## config.mk

```make
export PLATFORM = sky130hd
export DESIGN_NAME = token_seq_tx
export DESIGN_NICKNAME = d
export VERILOG_FILES = /design/src/rtl/token_pkg.sv /design/src/rtl/gap_timer.sv /design/src/rtl/token_seq_tx.sv
export SDC_FILE = /design/constraint.sdc
export NUM_CORES = 1
export LEC_CHECK = 0
export ABC_CLOCK_PERIOD_IN_PS = 2400
export BUFFER_PORTS_ARGS = -buffer_cell sky130_fd_sc_hd__buf_2
export CAP_MARGIN = 10
export CORE_MARGIN = 8
export CORE_UTILIZATION = 35
export CTS_CLUSTER_SIZE = 10
export DETAILED_ROUTE_END_ITERATION = 16
export GPL_ROUTABILITY_DRIVEN = 0
export HOLD_SLACK_MARGIN = 0.08
export PLACE_DENSITY = 0.51
export SLEW_MARGIN = 5
export SYNTH_ARGS = -nofsm -noshare
export SYNTH_HDL_FRONTEND = slang
export SYNTH_HIERARCHICAL = 1
export SYNTH_SLANG_ARGS = --single-unit
```

## constraint.sdc

```tcl
create_clock -name clk -period 2.4 [get_ports clk]
set_input_delay 0.72 -clock clk [delete_from_list [all_inputs] [get_ports clk]]
set_output_delay 0.72 -clock clk [all_outputs]
set_load 0.01 [all_outputs]
```

## src/rtl/token_pkg.sv

```systemverilog
// Shared token values, state encoding and default widths for the token sequence transmitter.
package token_pkg;

  localparam int unsigned CNT_W_DEF = 4;
  localparam int unsigned GAP_W_DEF = 3;

  localparam logic [1:0] TOK_IDLE = 2'b00;
  localparam logic [1:0] TOK_A    = 2'b01;
  localparam logic [1:0] TOK_B    = 2'b10;
  localparam logic [1:0] TOK_C    = 2'b11;

  typedef enum logic [2:0] {
    ST_IDLE = 3'd0,
    ST_T1   = 3'd1,
    ST_T2   = 3'd2,
    ST_T3   = 3'd3,
    ST_GAP  = 3'd4,
    ST_HOLD = 3'd5
  } state_e;

  // Token driven on the bus while sitting in a given state.
  function automatic logic [1:0] tok_of(input state_e s);
    case (s)
      ST_T1:   tok_of = TOK_A;
      ST_T2:   tok_of = TOK_B;
      ST_T3:   tok_of = TOK_C;
      default: tok_of = TOK_IDLE;
    endcase
  endfunction

endpackage

```

## src/rtl/gap_timer.sv

```systemverilog
// Loadable down-counter timing the idle gap between frames; expired_c flags the last gap cycle.
module gap_timer #(
  parameter int unsigned GAP_W = 3
) (
  input  logic             clk,
  input  logic             rst_n,
  input  logic             load,
  input  logic             dec,
  input  logic [GAP_W-1:0] load_val,
  output logic             expired_c
);

  logic [GAP_W-1:0] cnt;

  always_ff @(posedge clk or negedge rst_n) begin
    if (!rst_n) begin
      cnt <= '0;
    end else if (load) begin
      cnt <= load_val;
    end else if (dec && cnt != '0) begin
      cnt <= cnt - GAP_W'(1);
    end
  end

  // A count of one means this is the final 00 cycle of the gap.
  assign expired_c = (cnt <= GAP_W'(1));

endmodule

```

## src/rtl/token_seq_tx.sv

```systemverilog
// Frame generator emitting 01,10,11 token frames separated by programmable 00 gaps.
// Optional TOKEN_HOLD_EN adds a hold input that parks the bus and restarts the current frame.
module token_seq_tx
  import token_pkg::*;
#(
  parameter int unsigned CNT_W = CNT_W_DEF,
  parameter int unsigned GAP_W = GAP_W_DEF
) (
  input  logic             clk,
  input  logic             rst_n,
  input  logic             start,
  input  logic [CNT_W-1:0] frames,
  input  logic [GAP_W-1:0] gap_len,
`ifdef TOKEN_HOLD_EN
  input  logic             hold,
`endif
  output logic [1:0]       num,
  output logic             num_vld,
  output logic             busy,
  output logic             done,
  output logic [CNT_W-1:0] sent_cnt
);

  state_e           state, state_nxt;
  logic [CNT_W-1:0] frames_q;
  logic [GAP_W-1:0] gap_q;
  logic [CNT_W-1:0] sent_inc;
  logic             accept, clr_cnt, inc_cnt, done_nxt, tmr_load, tmr_dec, gap_expired_c;

  assign sent_inc = sent_cnt + CNT_W'(1);
  assign tmr_dec  = (state == ST_GAP);

  gap_timer #(.GAP_W(GAP_W)) u_gap_timer (
    .clk       (clk),
    .rst_n     (rst_n),
    .load      (tmr_load),
    .dec       (tmr_dec),
    .load_val  (gap_q),
    .expired_c (gap_expired_c)
  );

  // Next-state and per-transition control decode.
  always_comb begin
    state_nxt = state;
    accept    = 1'b0;
    clr_cnt   = 1'b0;
    inc_cnt   = 1'b0;
    done_nxt  = 1'b0;
    tmr_load  = 1'b0;
    case (state)
      ST_IDLE: begin
        if (start) begin
          clr_cnt = 1'b1;
          if (frames != '0) begin
            accept    = 1'b1;
            state_nxt = ST_T1;
          end else begin
            done_nxt = 1'b1;
          end
        end
      end
      ST_T1: state_nxt = ST_T2;
      ST_T2: state_nxt = ST_T3;
      ST_T3: begin
        inc_cnt = 1'b1;
        if (sent_inc == frames_q) begin
          state_nxt = ST_IDLE;
          done_nxt  = 1'b1;
        end else if (gap_q == '0) begin
          state_nxt = ST_T1;
        end else begin
          state_nxt = ST_GAP;
          tmr_load  = 1'b1;
        end
      end
      ST_GAP: begin
        if (gap_expired_c) state_nxt = ST_T1;
      end
`ifdef TOKEN_HOLD_EN
      ST_HOLD: begin
        if (!hold) state_nxt = ST_T1;
      end
`endif
      default: state_nxt = ST_IDLE;
    endcase
`ifdef TOKEN_HOLD_EN
    // Hold overrides everything in an active state; the partial frame is dropped uncounted.
    if (hold && (state inside {ST_T1, ST_T2, ST_T3, ST_GAP})) begin
      state_nxt = ST_HOLD;
      inc_cnt   = 1'b0;
      done_nxt  = 1'b0;
      tmr_load  = 1'b0;
    end
`endif
  end

  // State, latched request and registered outputs decoded from the next state.
  always_ff @(posedge clk or negedge rst_n) begin
    if (!rst_n) begin
      state    <= ST_IDLE;
      frames_q <= '0;
      gap_q    <= '0;
      sent_cnt <= '0;
      num      <= TOK_IDLE;
      num_vld  <= 1'b0;
      busy     <= 1'b0;
      done     <= 1'b0;
    end else begin
      state   <= state_nxt;
      num     <= tok_of(state_nxt);
      num_vld <= (state_nxt inside {ST_T1, ST_T2, ST_T3});
      busy    <= (state_nxt != ST_IDLE);
      done    <= done_nxt;
      if (accept) begin
        frames_q <= frames;
        gap_q    <= gap_len;
      end
      if (clr_cnt) begin
        sent_cnt <= '0;
      end else if (inc_cnt) begin
        sent_cnt <= sent_inc;
      end
    end
  end

endmodule

```

After elaboration in Yosys (flattened, before gate mapping)

Cells that the tools add are included.

Add/sub/neg operators: 2
$lt $le $gt $ge: 1
Muxes and demuxes: 24
Reduce and logical (&&, ||, !) cells: 9
Eq/ne operators: 8

Operators with widths:

| cell                | number |
|---|---|
| $mux 3              | 7 |
| $pmux 3 s5          | 1 |
| $eq 3x2->1 const B  | 4 |
| $mux 1              | 12 |
| $reduce_bool 3->1   | 3 |
| $mux 4              | 2 |
| $eq 3x1->1 const B  | 2 |
| $logic_not 3->1     | 2 |
| $pmux 2 s3          | 1 |
| $add 4x1->4 const B | 1 |
| $eq 4x4->1          | 1 |
| $reduce_bool 2->1   | 2 |
| $reduce_bool 4->1   | 1 |
| $eq 3x3->1 const B  | 1 |
| $le 3x1->1 const B  | 1 |
| $sub 3x1->3 const B | 1 |
| $pmux 1 s2          | 1 |
| $logic_and 1x1->1   | 1 |

Word-level logic and storage cells: 53
Output and inout port bits: 9
Flip-flop bits (word level): 22

Logic depth before layout (Yosys ltp)

Gate-level depths: netlist of run 1.

Depth after elaboration: 6
Gate-level depth with buffers: 8
Depth with buffers taken out: 8

Modules after synthesis

The synthesis of run 1 kept the hierarchy.

Modules (own cells, without submodules):

| module       | instances | cells each | area an instance (µm²) |
|---|---|---|---|
| token_seq_tx | 1         | 89         | 945.9 |
| gap_timer    | 1         | 25         | 221.5 |

Worst setup path after synthesis of run 1

OpenSTA, ideal clock, no wires.

Path kind: reg-to-reg
Start point: register sent_cnt[0]
End point: register u_gap_timer.cnt[1]
Period minus slack after synthesis: 1941 ps
Arrival: 1867 ps
Setup time: 74 ps
Stages on the path, launching flop included: 7
Path slack: 459 ps
Path buffers: 0
Cell sequence: dfrtp_1 > ha_1 > xor2_1 > nor4_4 > nor3_1 > a31o_2 > o21ai_2

Word-level cells in the longest chain between the ends: 5
Elaborated cells between the ends (all ways): 6
Classes of those cells: 1 x add/sub; 1 x eq/ne; 3 x mux; 1 x reduce/logical

RTL lines:

| item                                               | line                | text |
|---|---|---|
| start: declaration                                 | token_seq_tx.sv:21  | `output logic [CNT_W-1:0] sent_cnt` |
| start signal: assignment                           | token_seq_tx.sv:121 | `sent_cnt <= sent_inc;` |
| $add 4x1->4 *                                      | token_seq_tx.sv:30  | `assign sent_inc = sent_cnt + CNT_W'(1);` |
| $eq 4x4->1 *                                       | token_seq_tx.sv:66  | `if (sent_inc == frames_q) begin` |
| $mux 1 *                                           | token_seq_tx.sv:66  |  |
| $mux 1 *                                           | token_seq_tx.sv:50  | `case (state)` |
| via tmr_load                                       | token_seq_tx.sv:28  | `logic accept, clr_cnt, inc_cnt, done_nxt, tmr_load, tmr_dec, gap_expired_c;` |
| $mux 3 / $reduce_bool 2->1 (equally long branches) | -                   |  |
| end signal: assignment                             | gap_timer.sv:19     | `cnt <= load_val;` |
| end signal: assignment                             | gap_timer.sv:21     | `cnt <= cnt - GAP_W'(1);` |
| end: declaration                                   | gap_timer.sv:13     | `logic [GAP_W-1:0] cnt;` |

Mark *: on every way through the listed nets, which the timed path passes. The rest lies on a longest branch.
A chain may end at the register's enable or synchronous reset.

Final worst setup path of run 1

Start point: register sent_cnt[0]
End point: register u_gap_timer.cnt[0]

Same word-level chain as after synthesis.

==> summary.md, run 1 <==
| Metric | Value |
|---|---|
| Status | `finished, final reports clean` |
| RR Startpoint | `sent_cnt[0]` |
| Number of clock sinks | `22` |
| Layout cell share with drive strength beyond 1 | `0.267` |
| HP Class | `input pin to async pin` |
| Top-Level Pins | `19` |
| Syn nets | `128` |
| Area growth syn-to-layout | `16.0%` |
| Clock latency at the later pin of the worst-skew pair | `0.31 ns` |
| RSZ-0062 raised after global routing | `no` |
| Chip Height | `73.8 um` |
| Worst vdd ir | `0.529 mV` |
| Clock skew | `0.00106 ns` |
| Initial antenna violation count | `0` |
| Synth cell types | `34` |
| Max Fclk | `494 MHz` |
| Overflow after GRT | `0` |
| TritonCTS buffer count | `3` |
| Min cycle time layout | `2.02 ns` |
| Static Leak | `0.637 nW` |
| Die ar. | `5440 um^2` |
| Worst-margin pin slew | `0.627 ns` |
| Power density over the cells | `1350 nW/um^2` |
| Max cap viols | `0` |
| Commonest cells after routing, fill and taps aside | `24 x nand2_1, 22 x dfrtp_1, 18 x buf_2` |
| Type of origin of the critical path | `register` |
| Slowest cell on the critical path | `nor3_1` |
| Worst path cell trace | `ha_1 > xor2_1 > nor4_4 > nor3_1 > nor2_1 > nand3_1 > nand3_1` |
| Worst-path clk slew | `0.12 ns` |
| Hold buffers post-CTS | `0` |
| Slew headroom | `0.579` |
| Synth warn | `6` |
| Final Cycle Share | `0.844` |
| CP Capture Type | `register` |
| Final worst setup slack | `0.375 ns` |
| Core box area | `3260 um^2` |
| Starting Density | `0.358` |
| CTS root buf | `clkbuf_4` |
| Drt wl/cell | `12.7 um` |
| CTS max path bufs | `2` |
| Critical path class | `register to register` |
| Post-route ant nets | `0` |
| Htree depth | `1` |
| Critical Path Most Common Cell | `nand3_1` |
| Antenna cells | `0` |
| Final count of hold timing violations | `0` |
| Synth Register Bits | `22` |
| Crit. Startpoint | `sent_cnt[0]` |
| Iter 0 DRT Violations | `28` |
| Total routed wirelength | `2290 um` |
| Delay of the slowest critical-path stage | `0.53 ns` |
| Slew Limit Fails | `0` |
| Vias in the first global route | `879` |
| Register area share after synthesis | `0.472` |
| Post-Syn Instances | `114` |
| Dpl ws | `0.352 ns` |
| Commonest non-fill, non-tap cell in the layout | `nand2_1` |
| Rows | `21` |
| Nets | `150` |
| Largest net degree at the start of global routing | `23` |
| DR vias | `849` |
| First-pass GRT wire length | `3950 um` |
| Setup TNS | `0 ns` |
| Post-Syn Area | `1170 um^2` |
| Die X | `73.8 um` |
| Worst EP arrival | `2.23 ns` |
| Input/output buffers | `18` |
| Vias per cell | `4.69` |
| Post-DP HPWL | `1750 um` |
| DR pass1 iterations | `4` |
| Setup violators final | `0` |
| Resized Gates After CTS | `0` |
| Postcts setup bufs | `0` |
| CTS tree | `done` |
| GRT Util Overall | `0.0933` |
| WP data required | `2.60 ns` |
| Critical Path Fanout Max | `7` |
| Syn Area/Cell | `10.2 um^2` |
| # DRC | `0` |
[Yosys cell counts (all sizes together)]
cell,count,area (um^2)
a2111oi,1,27.5
buf,4,20.0
or3,2,12.5
and3b,1,8.76
nand2,25,96.4
a21oi,5,28.8
a22o,2,17.5
ha,4,50.1
inv,5,18.8
o21ai,3,18.8
nor3,2,10.0
nor4,1,21.3
xor2,3,26.3
o21a,1,7.51
a211o,1,8.76
and2,1,8.76
dfrtp,22,551
a311oi,1,8.76
nand3b,1,7.51
nand2b,1,13.8
nor2,8,30.0
or4,1,11.3
a31o,1,8.76
mux2i,2,20.0
nor4b,1,15.0
xnor2,6,52.6
o31ai,3,22.5
nand3,3,15.0
a211oi,1,12.5
o32ai,1,8.76
o2bb2ai,1,8.76
[critical path, delay by kind of cell, from the launching register on]
family	cells	cell delay [ns]
and+or+nand+nor	5	0.87
DFF	1	0.46
adders and majority gates	1	0.34
xor gates and xnor gates	1	0.24
[flip-flops by register name, indices dropped and copies added (netlist names)]
signal,cells
state,3
num,2
num_vld,1
sent_cnt,4
busy,1
frames_q,4
gap_q,3
u_gap_timer/cnt,3
done,1
[metrics by stage]
step | total power, mW | utilization | cells | hold slack, ns | instance area (um^2)
after floorplan | 1.41 | - | 114 | 0.424 | 1170
after global routing | 2.02 | 0.416 | 181 | 0.371 | 1350
after detailed placement | 1.65 | 0.404 | 177 | 0.489 | 1320
after CTS | 1.86 | 0.416 | 181 | 0.364 | 1350
final | 1.83 | 0.416 | 181 | 0.357 | 1350
after global placement | 1.63 | 0.404 | 177 | 0.484 | 1320
[cells by family after synthesis]
family / Yosys count / synth area share
and+or+nand+nor: 47 / 0.214
DFF: 22 / 0.472
AOI/OAI and AO/OA: 21 / 0.153
xor gates and xnor gates: 9 / 0.0675
buffers and inverters: 9 / 0.0332
adders and majority gates: 4 / 0.0429
muxes: 2 / 0.0171
[path summary, 6_finish.rpt]
kind,endpoint,depth (start not counted),slack [ns]
worst max-delay path,u_gap_timer/cnt[0],7,0.38
worst min-delay path,num_vld,1,0.36
worst max register to register,u_gap_timer/cnt[0],7,0.38
worst min register to register,frames_q[1],2,0.51
max in group asynchronous,frames_q[3],1,1.71
min in group clk,frames_q[1],2,0.51
[per-layer routing]
layer | share of wire | track usage
met1 | 0.50 | 0.119
met2 | 0.43 | 0.141
met3 | 0.059 | 0.0368
met4 | 0.0083 | 0.0266
met5 | 0 | 0
[power breakdown]
part | leakage (nW) | internal [mW] | switching (mW)
logic | 0.339 | 0.423 | 0.508
clock network | 0.0210 | 0.0926 | 0.110
registers | 0.276 | 0.537 | 0.158
[cell type report]
cell class | instances | area [um^2]
Clock buffer | 4 | 36.3
Multi-Input combinational cell | 83 | 578
Fill cell | 350 | 1900
Tap cell | 46 | 57.6
Inverter | 5 | 18.8
Sequential cell | 22 | 551
Timing Repair Buffer | 21 | 113
No activity file was read; power rests on OpenSTA's default activity.
==> run 2, diff against run 1 <==
--- a/config.mk
+++ b/config.mk
@@ -5,7 +5,8 @@
 export SDC_FILE = /design/constraint.sdc
 export NUM_CORES = 1
 export LEC_CHECK = 0
-export ABC_CLOCK_PERIOD_IN_PS = 2400
+export ABC_AREA = 1
+export ABC_CLOCK_PERIOD_IN_PS = 1700
 export BUFFER_PORTS_ARGS = -buffer_cell sky130_fd_sc_hd__buf_2
 export CAP_MARGIN = 10
 export CORE_MARGIN = 8
@@ -14,7 +15,7 @@
 export DETAILED_ROUTE_END_ITERATION = 16
 export GPL_ROUTABILITY_DRIVEN = 0
 export HOLD_SLACK_MARGIN = 0.08
-export PLACE_DENSITY = 0.51
+export PLACE_DENSITY = 0.53
 export SLEW_MARGIN = 5
 export SYNTH_ARGS = -nofsm -noshare
 export SYNTH_HDL_FRONTEND = slang
==> constraint.sdc (replaced) <==
create_clock -name clk -period 1.7 [get_ports clk]
set_input_delay 0.51 -clock clk [delete_from_list [all_inputs] [get_ports clk]]
set_output_delay 0.51 -clock clk [all_outputs]
set_load 0.01 [all_outputs]
==> run 2 against run 1 <==
Effect of this change:
- sequential share of layout area shrank 3.1 points
- worst hold slack lost 0.21 ns
- non-clock buffer count grew 2
- register-to-register slack lost 0.29 ns
- via count grew 19%
- clock-buffer cell count is the same
- power grew 53%
- global-route usage grew 0.17 points
- first-iteration DRC count grew to 2.9 times the previous value
- area after synthesis grew 2.3%
- clock power grew 50%
- sequential power grew 36%
- critical path type unchanged
==> summary.md, run 2 <==
| Metric | Value |
|---|---|
| Status | `finished, final reports clean (unchanged)` |
| # DRC | `0 (unchanged)` |
| Final Cycle Share | `0.951 (was 0.844)` |
| Placed Instances | `216 (was 177)` |
| CTS tree | `done (unchanged)` |
| Starting Density | `0.361 (was 0.358)` |
| Nets | `190 (was 150)` |
| Commonest cells after routing, fill and taps aside | `47 x nand2_1, 22 x dfrtp_1, 19 x inv_1 (was 24 x nand2_1, 22 x dfrtp_1, 18 x buf_2)` |
| CP Buf/Inv Count | `1 (was 0)` |
| Dominant cells by area after synthesis | `dfrtp_1 46%, nand2_1 16%, inv_1 6.6% (was dfrtp_1 47%, nand2_1 7.7%, xnor2_1 4.5%)` |
| Top-count cell post-synth | `nand2_1 (unchanged)` |
| Die ar. | `5540 um^2 (was 5440 um^2)` |
| Largest net degree at the start of global routing | `23 (unchanged)` |
| Placement-stage cell area | `1370 um^2 (was 1320 um^2)` |
| Total routed wirelength | `2560 um (was 2290 um)` |
| Worst path cell trace | `ha_4 > xnor2_2 > nand2_1 > nor2_1 > nand2_1 > nand2_2 > inv_4 > nand2_1 > o21ai_1 > nand2_1 > o21ai_1 (was ha_1 > xor2_1 > nor4_4 > nor3_1 > nor2_1 > nand3_1 > nand3_1)` |
| TritonCTS buffer count | `3 (unchanged)` |
| Non-Filler Instances | `221 (was 181)` |
| Syn Area/Cell | `8.07 um^2 (was 10.2 um^2)` |
| Initial antenna violation count | `0 (unchanged)` |
| Slowest cell on the critical path | `dfrtp_1 (was nor3_1)` |
| Synth area leader | `dfrtp_1 (unchanged)` |
| Critical Path Fanout Max | `7 (unchanged)` |
| Clock latency at the later pin of the worst-skew pair | `0.31 ns (about the same)` |
| Delay of the slowest critical-path stage | `0.43 ns (was 0.53 ns)` |
| Register-to-Register Path Depth | `11 (was 7)` |
| P_sw | `1.26 mW (was 0.776 mW)` |
| Final worst setup slack | `0.0834 ns (was 0.375 ns)` |
| Post-DP HPWL | `1850 um (was 1750 um)` |
| Layout cell share with drive strength beyond 1 | `0.286 (was 0.267)` |
| RR Startpoint | `sent_cnt[1] (was sent_cnt[0])` |
| DR pass1 iterations | `4 (unchanged)` |
| Die X | `74.4 um (was 73.8 um)` |
| Worst-path clk slew | `0.13 ns (was 0.12 ns)` |
| Critical path class | `register to register (unchanged)` |
| R2R setup slack | `0.08 ns (was 0.38 ns)` |
| Max cap viols | `0 (unchanged)` |
| Critical Path Most Common Cell | `nand2_1 (was nand3_1)` |
| Top cells by instance count after synthesis | `50 x nand2_1, 22 x dfrtp_1, 21 x inv_1 (was 24 x nand2_1, 22 x dfrtp_1, 8 x nor2_1)` |
| Dpl ws | `-0.0124 ns (was 0.352 ns)` |
| Antenna cells | `0 (unchanged)` |
| Synth top area share | `0.461 (was 0.472)` |
| First-pass GRT wire length | `4100 um (was 3950 um)` |
| Worst vdd ir | `0.548 mV (was 0.529 mV)` |
| Synth warn | `6 (unchanged)` |
| Overflow after GRT | `0 (unchanged)` |
| Top-Level Pins | `19 (unchanged)` |
| Slew headroom | `0.659 (was 0.579)` |
| CP Capture Point | `u_gap_timer/cnt[0] (unchanged)` |
| Hold buffers post-CTS | `0 (unchanged)` |
| Setup violators final | `0 (unchanged)` |
| Power density over the cells | `1910 nW/um^2 (was 1350 nW/um^2)` |
| Synth Register Bits | `22 (unchanged)` |
| Vias in the first global route | `928 (was 879)` |
| Asr flop ratio synth | `1.00 (unchanged)` |
| Type of origin of the critical path | `register (unchanged)` |
| Fin area | `1470 um^2 (was 1350 um^2)` |
| Commonest non-fill, non-tap cell in the layout | `nand2_1 (unchanged)` |
| Number of clock sinks | `22 (unchanged)` |
| Vias per cell | `4.56 (was 4.69)` |
| Input/output buffers | `18 (unchanged)` |
| WP data required | `1.92 ns (was 2.60 ns)` |
| Int Power | `1.54 mW (was 1.05 mW)` |
| Slew Limit Fails | `0 (unchanged)` |
| Area growth syn-to-layout | `22.7% (was 16.0%)` |
| Rows | `21 (unchanged)` |
| Post-Syn Instances | `148 (was 114)` |
| WP depth | `11 (was 7)` |
| HP Class | `input pin to async pin (unchanged)` |
| Final count of hold timing violations | `0 (unchanged)` |
| Worst-margin pin slew | `0.512 ns (was 0.627 ns)` |
| Delay-heaviest family, CP | `simple AND/OR/NAND/NOR gates (unchanged)` |
| Core box area | `3310 um^2 (was 3260 um^2)` |
| Clock power frac | `0.108 (was 0.111)` |
| Post-Syn Area | `1190 um^2 (was 1170 um^2)` |
| Chip Height | `74.4 um (was 73.8 um)` |
| Sw frac | `0.451 (was 0.424)` |
| CTS max path bufs | `2 (unchanged)` |
| Max Fclk | `619 MHz (was 494 MHz)` |
| Largest registers | `frames_q: 4 flops, sent_cnt: 4 flops (unchanged)` |
| CP Capture Type | `register (unchanged)` |
| RR Endpoint | `u_gap_timer/cnt[0] (unchanged)` |
| Synth cell types | `21 (was 34)` |
| GRT Util Overall | `0.0950 (was 0.0933)` |
| Worst EP arrival | `1.83 ns (was 2.23 ns)` |
| Clock skew | `0.00392 ns (was 0.00106 ns)` |
| Post-synth top flop | `dfrtp_1 (unchanged)` |
| Min cycle time layout | `1.62 ns (was 2.02 ns)` |
| CTS root buf | `clkbuf_4 (unchanged)` |
| RSZ-0062 raised after global routing | `yes (was no)` |
| Iter 0 DRT Violations | `82 (was 28)` |
| Tot Pwr | `2.80 mW (was 1.83 mW)` |
| Htree depth | `1 (unchanged)` |
| Syn nets | `162 (was 128)` |
| Drt wl/cell | `11.6 um (was 12.7 um)` |
| Post-synth EDFFs | `0 (unchanged)` |
| Register area share after synthesis | `0.461 (was 0.472)` |
| Static Leak | `0.761 nW (was 0.637 nW)` |
| Flop pwr share | `0.337 (was 0.380)` |
| Comb pwr share | `0.556 (was 0.510)` |
| Post-route ant nets | `0 (unchanged)` |
| DR vias | `1008 (was 849)` |
| Crit. Startpoint | `sent_cnt[1] (was sent_cnt[0])` |
==> run 2: cells by family (layout without fill, tap and decap cells) <==
group / count (synthesis) / in the layout / share of synthesized area
buffers and inverters: 23 / 50 / 0.0723
AOI/OAI and AO/OA: 13 / 13 / 0.0545
and+or+nand+nor: 85 / 85 / 0.363
DFF: 22 / 22 / 0.461
adders and majority gates: 4 / 4 / 0.0419
xor gates and xnor gates: 1 / 1 / 0.00734
==> run 2: how the worst min path moves through the flow <==
stage,cells past startpoint,startpoint,slack [ns],to
after floorplan,0,rst_n,0.21,busy
after global placement,2,gap_q[2],0.49,gap_q[2]
after detailed placement,2,gap_q[0],0.48,gap_q[0]
after CTS,1,rst_n,0.17,num[1]
after global routing,1,rst_n,0.16,num[1]
final,1,rst_n,0.14,num[1]
==> run 2: area by class of cell <==
class,count,area (um^2)
timing repair buffer,23,131
fill,355,1850
sequential,22,551
multi-input combinational,103,598
tap,46,57.6
clock buffer,4,36.3
inverter,23,91.3
==> run 2: repair_timing <==
item | in CTS | in global routing
buffers inserted | 0 | 1
gates resized for setup | 2 | 13
cloned | 0 | 0
endpoints found under the setup margin | 1 | 6
pin swaps | 0 | 6
==> run 2: layer usage <==
layer,GRT usage,routed length [um]
met1,0.111,1160
met2,0.156,1210
met3,0.0229,149
met4,0.0522,44
met5,0,0
==> run 2: worst reg2reg max path, delay by kind of cell, from the launching register on <==
kind            cells  cell delay [ns]
simple gates        6             0.50
buf+inv             1             0.06
fa+ha+maj           1             0.29
flops               1             0.43
xor+xnor            1             0.11
compound gates      2             0.13
==> run 2: per-stage QoR <==
stage | utilization | setup TNS, ns | hold slack [ns]
3_3_place_gp | 0.414 | 0 | 0.486
3_5_place_dp | 0.414 | -0.0124 | 0.478
4_1_cts | 0.425 | 0 | 0.169
5_1_grt | 0.443 | -0.0801 | 0.163
6_report | 0.443 | 0 | 0.142
2_1_floorplan | - | 0 | 0.214
==> run 2: power by group through the flow <==
stage | Clock (mW) | Combinational (mW) | Sequential, mW
after global placement | 0 | 1.34 | 0.941
after global routing | 0.332 | 1.75 | 0.970
after CTS | 0.305 | 1.39 | 0.928
final | 0.302 | 1.56 | 0.942
after detailed placement | 0 | 1.37 | 0.939
after floorplan | 0 | 0.937 | 0.970
==> run 3, diff against run 2 <==
--- a/config.mk
+++ b/config.mk
@@ -16,6 +16,7 @@
 export GPL_ROUTABILITY_DRIVEN = 0
 export HOLD_SLACK_MARGIN = 0.08
 export PLACE_DENSITY = 0.53
+export SETUP_SLACK_MARGIN = 0.5
 export SLEW_MARGIN = 5
 export SYNTH_ARGS = -nofsm -noshare
 export SYNTH_HDL_FRONTEND = slang
==> run 3 against run 2 <==
Effect of this change:
- die area is the same
- global-route usage grew 0.82 points
- via count grew 1.4%
- worst hold slack lost 0.0085 ns
- non-clock buffer count grew 9
- combinational power grew 19%
- worst setup slack lost 0.0071 ns
- sequential power grew 2%
- critical path depth is the same
- largest power group unchanged
==> summary.md, run 3 (same netlist as run 2, synthesis figures left out) <==
| Metric | Value |
|---|---|
| Util after Layout | `0.485 (was 0.443)` |
| Antenna cells | `0 (unchanged)` |
| Final Cycle Share | `0.955 (was 0.951)` |
| Critical Path Fanout Max | `7 (unchanged)` |
| Drt wl/cell | `12.0 um (was 11.6 um)` |
| Worst vdd ir | `0.597 mV (was 0.548 mV)` |
| CTS tree | `done (unchanged)` |
| TritonCTS buffer count | `3 (unchanged)` |
| DR vias | `1022 (was 1008)` |
| Met3 wire length | `146 um (was 149 um)` |
| Critical path class | `register to register (unchanged)` |
| Setup TNS | `0 ns (unchanged)` |
| Clock latency at the later pin of the worst-skew pair | `0.32 ns (was 0.31 ns)` |
| RR Endpoint | `u_gap_timer/cnt[0] (unchanged)` |
| Max cap viols | `0 (unchanged)` |
| Nets | `199 (was 190)` |
| Chip Height | `74.4 um (unchanged)` |
| Clock skew | `0.0142 ns (was 0.00392 ns)` |
| Min cycle time layout | `1.62 ns (about the same)` |
| Largest registers | `frames_q: 4 flops, sent_cnt: 4 flops (unchanged)` |
| Top-Level Pins | `19 (unchanged)` |
| Top Layer Used | `met4 (unchanged)` |
| Layout cell share with drive strength beyond 1 | `0.408 (was 0.286)` |
| Number of clock sinks | `22 (unchanged)` |
| Starting Density | `0.361 (unchanged)` |
| Rows | `21 (unchanged)` |
| CP Capture Type | `register (unchanged)` |
| Placement-stage cell area | `1390 um^2 (was 1370 um^2)` |
| R2R setup slack | `0.08 ns (about the same)` |
| Final count of hold timing violations | `0 (unchanged)` |
| CTS root buf | `clkbuf_4 (unchanged)` |
| # DRC | `0 (unchanged)` |
| Overflow after GRT | `0 (unchanged)` |
| Commonest cells after routing, fill and taps aside | `42 x nand2_1, 19 x dfrtp_1, 17 x inv_1, 17 x buf_2, 10 x nand2_2 (was 47 x nand2_1, 22 x dfrtp_1, 19 x inv_1)` |
| Tot Pwr | `3.12 mW (was 2.80 mW)` |
| Post-DP HPWL | `1910 um (was 1850 um)` |
| Worst-path clk slew | `0.13 ns (about the same)` |
| CTS max path bufs | `2 (unchanged)` |
| Hold buffers post-CTS | `0 (unchanged)` |
| Number of fillers in the final layout | `342 (was 355)` |
| Status | `finished, final reports clean (unchanged)` |
| Initial antenna violation count | `0 (unchanged)` |
| Die X | `74.4 um (unchanged)` |
| Slew headroom | `0.668 (was 0.659)` |
| Setup violators final | `0 (unchanged)` |
| WP data required | `1.90 ns (was 1.92 ns)` |
| Worst EP arrival | `1.82 ns (was 1.83 ns)` |
| RSZ-0062 raised after global routing | `yes (unchanged)` |
| Core box area | `3310 um^2 (unchanged)` |
| Die ar. | `5540 um^2 (unchanged)` |
| Slew Limit Fails | `0 (unchanged)` |
| Htree depth | `1 (unchanged)` |
| RR Startpoint | `sent_cnt[1] (unchanged)` |
| GRT Util Overall | `0.103 (was 0.0950)` |
| Commonest non-fill, non-tap cell in the layout | `nand2_1 (unchanged)` |
| Total routed wirelength | `2750 um (was 2560 um)` |
| Power density over the cells | `1940 nW/um^2 (was 1910 nW/um^2)` |
| Vias per cell | `4.44 (was 4.56)` |
| Input/output buffers | `18 (unchanged)` |
| Worst-margin pin slew | `0.498 ns (was 0.512 ns)` |
| Iter 0 DRT Violations | `61 (was 82)` |
| Type of origin of the critical path | `register (unchanged)` |
| Static Leak | `0.813 nW (was 0.761 nW)` |
| First-pass GRT wire length | `4430 um (was 4100 um)` |
| Post-route ant nets | `0 (unchanged)` |
| WL met1 | `1240 um (was 1160 um)` |
| DR pass1 iterations | `4 (unchanged)` |
| Fin area | `1610 um^2 (was 1470 um^2)` |
| Largest net degree at the start of global routing | `23 (unchanged)` |
| Area growth syn-to-layout | `34.5% (was 22.7%)` |
| HP Class | `input pin to async pin (unchanged)` |
| Max Fclk | `616 MHz (was 619 MHz)` |
| Register-to-Register Path Depth | `11 (unchanged)` |
| Vias in the first global route | `1016 (was 928)` |
| DR WL met2 | `1330 um (was 1210 um)` |
## run 3: cell count changes in the layout (fill, tap and decap cells not counted), sizes merged
cell / change
buf: +9
## run 3: layout make-up
| type | count | area, um^2 | area share |
|---|---|---|---|
| clock buffer | 4 | 36.3 | 0.0226 |
| inverter | 23 | 96.3 | 0.0600 |
| multi-input combinational | 103 | 629 | 0.392 |
| sequential | 22 | 554 | 0.345 |
| tap | 46 | 57.6 | 0.0359 |
| timing repair buffer | 32 | 231 | 0.144 |
## run 3: per-stage QoR
stage               hold WS [ns]  cells  setup WS [ns]
floorplan                  0.214    148          0.190
global placement           0.486    216          0.153
CTS                        0.146    229          0.111
global route               0.159    230         0.0190
finish                     0.134    230         0.0763
detailed placement         0.489    216          0.132
## run 3: worst max path at each step
stage,from,to,slack (ns),cells after the start
5_1_grt,sent_cnt[0],u_gap_timer/cnt[1],0.02,13
3_3_place_gp,frames[1],busy,0.15,8
6_report,sent_cnt[1],u_gap_timer/cnt[0],0.08,11
4_1_cts,sent_cnt[1],u_gap_timer/cnt[0],0.11,11
3_5_place_dp,sent_cnt[1],u_gap_timer/cnt[0],0.13,13
2_1_floorplan,sent_cnt[0],u_gap_timer/cnt[1],0.19,11
## run 3: repair_timing
item | in CTS | in global routing
pin swaps | 5 | 8
cloned | 1 | 0
endpoints found under the setup margin | 25 | 29
gates resized for setup | 15 | 26
buffers inserted | 8 | 1
## run 3: layer usage
layer | vias to the layer above | track usage
met3 | 4 | 0.0243
met5 | - | 0
met2 | 19 | 0.161
li1 | 535 | -
met1 | 464 | 0.132
met4 | 0 | 0.0457
## run 3: where the power goes
part           total [mW]  internal, mW  switching (mW)
clock network       0.295         0.131           0.164
logic                1.86         0.845            1.02
registers           0.958         0.772           0.187
## run 3: worst max-delay path: stages (launching register included)
cell	delay [ns]
dfrtp_2	0.45
ha_4	0.29
xnor2_2	0.10
nand2_1	0.08
nor2_2	0.12
nand2_2	0.08
nand2_2	0.09
inv_4	0.06
nand2_1	0.06
o21ai_1	0.06
nand2_1	0.07
o21ai_1	0.06
